File: config.mk
export PLATFORM = sky130hd
export DESIGN_NAME = hazard_stall_ctrl
export DESIGN_NICKNAME = d
export VERILOG_FILES = /design/src/rtl/hazard_stall_ctrl.sv
export SDC_FILE = /design/constraint.sdc
export NUM_CORES = 1
export LEC_CHECK = 0
export CORE_ASPECT_RATIO = 1.1
export CORE_MARGIN = 2
export CORE_UTILIZATION = 51
export CTS_BUF_LIST = sky130_fd_sc_hd__clkbuf_4 sky130_fd_sc_hd__clkbuf_8
export DETAILED_ROUTE_END_ITERATION = 8
export PLACE_DENSITY = 0.94
export SYNTH_ARGS = -nofsm -noshare
export SYNTH_HDL_FRONTEND = slang
export SYNTH_SLANG_ARGS = --single-unit
File: constraint.sdc
create_clock -name clk -period 5.2 [get_ports clk]
set_input_delay 0.52 -clock clk [delete_from_list [all_inputs] [get_ports clk]]
set_output_delay 0.52 -clock clk [all_outputs]
set_load 0.03 [all_outputs]
File: src/rtl/hazard_stall_ctrl.sv
// Hazard/stall control for the D->E boundary: data, mult/div and eret-EPC
// interlocks, the mult/div busy counter and a stall-cycle counter.
module hazard_stall_ctrl #(
   parameter int MULT_CYCLES = 5,
   parameter int DIV_CYCLES  = 10
) (
   input  logic        clk,
   input  logic        reset,
   input  logic        Req,
   input  logic [4:0]  D_A1,
   input  logic [4:0]  D_A2,
   input  logic [1:0]  D_tuse_rs,
   input  logic [1:0]  D_tuse_rt,
   input  logic        D_is_md,
   input  logic        D_is_eret,
   input  logic        E_regWrite,
   input  logic [4:0]  E_A3,
   input  logic [1:0]  E_tnew,
   input  logic        E_md_start,
   input  logic        E_md_div,
   input  logic        E_mtc0_epc,
   input  logic        M_regWrite,
   input  logic [4:0]  M_A3,
   input  logic [1:0]  M_tnew,
   input  logic        M_mtc0_epc,
   output logic        en_F,
   output logic        en_D,
   output logic        freeze_E,
   output logic        md_busy,
   output logic [31:0] stall_cnt
);

   localparam int MAXC = (DIV_CYCLES > MULT_CYCLES) ? DIV_CYCLES : MULT_CYCLES;
   localparam int CW   = $clog2(MAXC + 1);

   logic [CW-1:0] md_cnt_q, md_cnt_d;
   logic [31:0]   stall_cnt_q, stall_cnt_d;
   logic          hz_rs, hz_rt, hz_md, hz_eret, stall;

   always_comb begin
      hz_rs = (D_A1 != 5'd0) &&
              ((E_regWrite && (E_A3 == D_A1) && (E_tnew > D_tuse_rs)) ||
               (M_regWrite && (M_A3 == D_A1) && (M_tnew > D_tuse_rs)));
      hz_rt = (D_A2 != 5'd0) &&
              ((E_regWrite && (E_A3 == D_A2) && (E_tnew > D_tuse_rt)) ||
               (M_regWrite && (M_A3 == D_A2) && (M_tnew > D_tuse_rt)));
      hz_md   = D_is_md && (md_busy || E_md_start);
      hz_eret = D_is_eret && (E_mtc0_epc || M_mtc0_epc);
      stall   = hz_rs || hz_rt || hz_md || hz_eret;
   end

   // An exception flushes everything, so it must never be held off by a stall.
   always_comb begin
      freeze_E  = stall && !Req;
      en_D      = !stall || Req;
      en_F      = !stall || Req;
      md_busy   = (md_cnt_q != '0);
      stall_cnt = stall_cnt_q;
   end

   always_comb begin
      md_cnt_d = md_cnt_q;
      if (E_md_start && !Req)
         md_cnt_d = E_md_div ? CW'(DIV_CYCLES) : CW'(MULT_CYCLES);
      else if (md_cnt_q != '0)
         md_cnt_d = md_cnt_q - CW'(1);
      stall_cnt_d = stall_cnt_q + {31'd0, freeze_E};
   end

   always_ff @(posedge clk) begin
      if (reset) begin
         md_cnt_q    <= '0;
         stall_cnt_q <= '0;
      end else begin
         md_cnt_q    <= md_cnt_d;
         stall_cnt_q <= stall_cnt_d;
      end
   end

endmodule

==> flow_summary.json <==
{
  "rsz_0062_raised_after_global_routing": "false",
  "worst_reg2reg_startpoint": "md_cnt_q[0]$_SDFFE_PP0P_",
  "grtUsageMet3_pct": 4.63,
  "hold-worst-slack_ns": 0.544,
  "hold-path-cell-count": 2,
  "coreArea_um2": 4050,
  "clk_latency_ns": 0.29,
  "initial_antenna_violation_count": 0,
  "highest_achievable_clock_rate_mhz": 255,
  "h_tree_depth_reported_by_cts": 2,
  "vias": 2021,
  "synth-warning-count": 0,
  "layout_worst_path_cycle_share_pct": 75.5,
  "synth-seq-cells": 36,
  "drive_gt1_share_pct": 7.62,
  "p_sw_share_pct": 29.1,
  "synth.top_cells.by_count": "dfxtp_1 (36), nor2_1 (34), xnor2_1 (29)",
  "grt_max_degree": 37,
  "cts.sink_count": 36,
  "route.detailed.drc": 0,
  "report.final.hold_viol_count": 0,
  "maxCapViolCount": 0,
  "tritoncts.num_buffers": 5,
  "worst-r2r-cell-count": 14,
  "regToRegSetupSlack_ns": 1.95,
  "ioPinCount": 75,
  "grt_overflow": 0,
  "grt_util_all_layers_pct": 24.5,
  "clock_path_buffers": 2,
  "finalSetupTns_ns": 0,
  "finalSetupViolations": 0,
  "data_required_time_at_the_worst_endpoint_ns": 5.42,
  "critical_path.endpoint_type": "register",
  "fin_crit_ns": 3.93,
  "post_drt_via_cell_ratio": 5.32,
  "rr_endpoint": "stall_cnt[20]$_SDFF_PP0_",
  "min_from": "stall_cnt[13]$_SDFF_PP0_",
  "yosys.area.top_type": "dfxtp_1",
  "initial_drt_markers": 110,
  "fin_worst_skew_ns": 0.00325,
  "die_area_um2": 4830,
  "cp.arrival_ns": 4.15,
  "ir_drop_mv": 0.326,
  "cts.hold.buffers_added": 0,
  "worst-setup-path-type": "in2reg",
  "tritoncts_clock_tree": "yes",
  "detail-route-antenna-nets": 0,
  "pwr-share-seq_pct": 37.9,
  "clockRootBuffer": "clkbuf_8",
  "grt_pass1_wl_um": 9160,
  "ys_types": 38,
  "grtUsageMet2_pct": 45.0,
  "static-leakage-power_nw": 1.15,
  "place_hpwl_um": 4250,
  "power_per_cell_area_nw_per_um2": 263,
  "slew_headroom_pct": 65.3,
  "routed_wirelength_um": 5320,
  "synth.top_cells.by_area": "dfxtp_1 (33%), xnor2_1 (12%), xor2_1 (7.6%)",
  "cts_setup_buffers": 0,
  "syn_nets": 302,
  "chipHeight_um": 72.7,
  "drt_pre_antenna_iters": 4,
  "die_x_um": 66.4,
  "synth_enable_flop_cells": 0,
  "intPower_uw": 576,
  "vias_in_the_first_global_route": 2033,
  "synth-async-reset-ratio_pct": 0,
  "synthMostInstantiatedCell": "dfxtp_1",
  "p_clk_share_pct": 33.1,
  "power.share.combinational_pct": 29.0,
  "synth_seq_area_share_pct": 33.0,
  "rows": 24,
  "number_of_fill_cells_in_the_layout": 291,
  "synth_largest_type_area_fraction_pct": 33.0,
  "timing_worst_slew_pin_value_ns": 0.517,
  "timing.final.max_slew_violations": 0,
  "critPathLaunchType": "input pin",
  "ys_dominant_reg_cell": "dfxtp_1",
  "num-nets-final": 378,
  "antenna_cells_inserted": 0,
  "place_congestion": 0.868,
  "hold_path_class": "reg2reg",
  "outcome": "finished clean",
  "floorplan.initialDensity_pct": 54.0,
  "cts-resized-gates": 0,
  "synthesis.instances": 251,
  "port_buffers": 74,
  "worst_setup_hold_path_clk_slew_ns": 0.07,
  "synth.cell_area_um2": 2190,
  "synthesis.area_per_instance_um2": 8.71,
  "top_usage_layer": "met2",
  "critical_path.max_fanout": 10,
  "routedWlPerCell_um": 14.0,
  "min_to": "stall_cnt[13]$_SDFF_PP0_",
  "switchingPower_uw": 236,
  "areaGrowthSynthToFinish_pct": 41.4,
  "grt_util_met1_pct": 27.1
}
## stage by stage
stage / setup slack, ns / cell area (um2) / util, % / instances / total power [mW]
4_1_cts: 1.28 / 3090 / 76.3 / 380 / 0.813
3_3_place_gp: 1.29 / 2970 / 73.2 / 372 / 0.539
6_report: 1.27 / 3090 / 76.3 / 380 / 0.812
2_1_floorplan: 1.41 / 2190 / - / 251 / 0.460
3_5_place_dp: 0.959 / 2970 / 73.2 / 372 / 0.547
5_1_grt: 0.896 / 3090 / 76.3 / 380 / 0.855
## placed cells by master, fill, tap and decap left out, types with 4 or more instances in the layout
| cell type | instances |
|---|---|
| xnor2_1 | 29 |
| nor4_1 | 4 |
| nor2b_1 | 4 |
| o21ai_0 | 5 |
| inv_1 | 18 |
| xor2_1 | 19 |
| nor4_2 | 8 |
| ha_1 | 12 |
| a21oi_1 | 12 |
| nand4_1 | 5 |
| nand3_1 | 13 |
| clkdlybuf4s50_1 | 74 |
| nor2_1 | 34 |
| clkbuf_8 | 7 |
| nand2_1 | 13 |
| dfxtp_1 | 36 |
## flip-flops by register name, indices dropped and copies added (netlist names)
signal / count
md_cnt_q: 4
stall_cnt: 32
## how the worst max path moves through the flow
stage                      start                       end  slack [ns]  cells after the start
global route        D_tuse_rs[1]  stall_cnt[20]$_SDFF_PP0_        0.90                     15
finish              D_tuse_rs[1]  stall_cnt[20]$_SDFF_PP0_        1.27                     15
global placement    D_tuse_rt[1]  stall_cnt[22]$_SDFF_PP0_        1.29                     15
CTS                 D_tuse_rs[1]  stall_cnt[22]$_SDFF_PP0_        1.28                     15
detailed placement  D_tuse_rs[1]  stall_cnt[22]$_SDFF_PP0_        0.96                     15
floorplan           D_tuse_rs[1]  stall_cnt[22]$_SDFF_PP0_        1.41                     14
## power by group through the flow
stage | Clock [mW] | Sequential, mW | Combinational, mW
after floorplan | 0 | 0.315 | 0.145
after global placement | 0 | 0.312 | 0.227
after detailed placement | 0 | 0.314 | 0.233
after CTS | 0.270 | 0.308 | 0.235
after global routing | 0.280 | 0.309 | 0.266
final | 0.269 | 0.308 | 0.236
## critical path, stage by stage
cell	delay [ns]
clkdlybuf4s50_1	0.45
inv_1	0.06
ha_1	0.30
a21boi_0	0.24
nand4_1	0.14
nor4_1	0.28
o22ai_1	0.13
a31oi_1	0.25
ha_1	0.25
ha_1	0.22
nand3_2	0.24
nor4_2	0.56
nand2_1	0.13
or2_0	0.22
a21oi_1	0.15
## kinds of logic after synthesis
logic type,Yosys count,synth area share (%)
simple gates,105,29.3
xor+xnor,48,19.2
compound gates,26,6.98
fa+ha+maj,12,6.86
buf+inv,24,4.63
flops,36,33.0
## routing by layer
layer	vias up	share of wire, %
met5	-	0
met1	942	40
met3	14	3.3
met2	46	53
li1	1019	-
met4	0	2.9
## layout make-up
| type | instances | area [um2] | area share, % |
|---|---|---|---|
| Multi-Input combinational cell | 191 | 1370 | 44.1 |
| Timing Repair Buffer | 75 | 748 | 24.2 |
| Clock buffer | 7 | 96.3 | 3.11 |
| Inverter | 18 | 67.6 | 2.18 |
| Tap cell | 52 | 65.1 | 2.10 |
| Clock inverter | 1 | 30.0 | 0.971 |
| Sequential cell | 36 | 721 | 23.3 |
No activity file was read; power rests on OpenSTA's default activity.
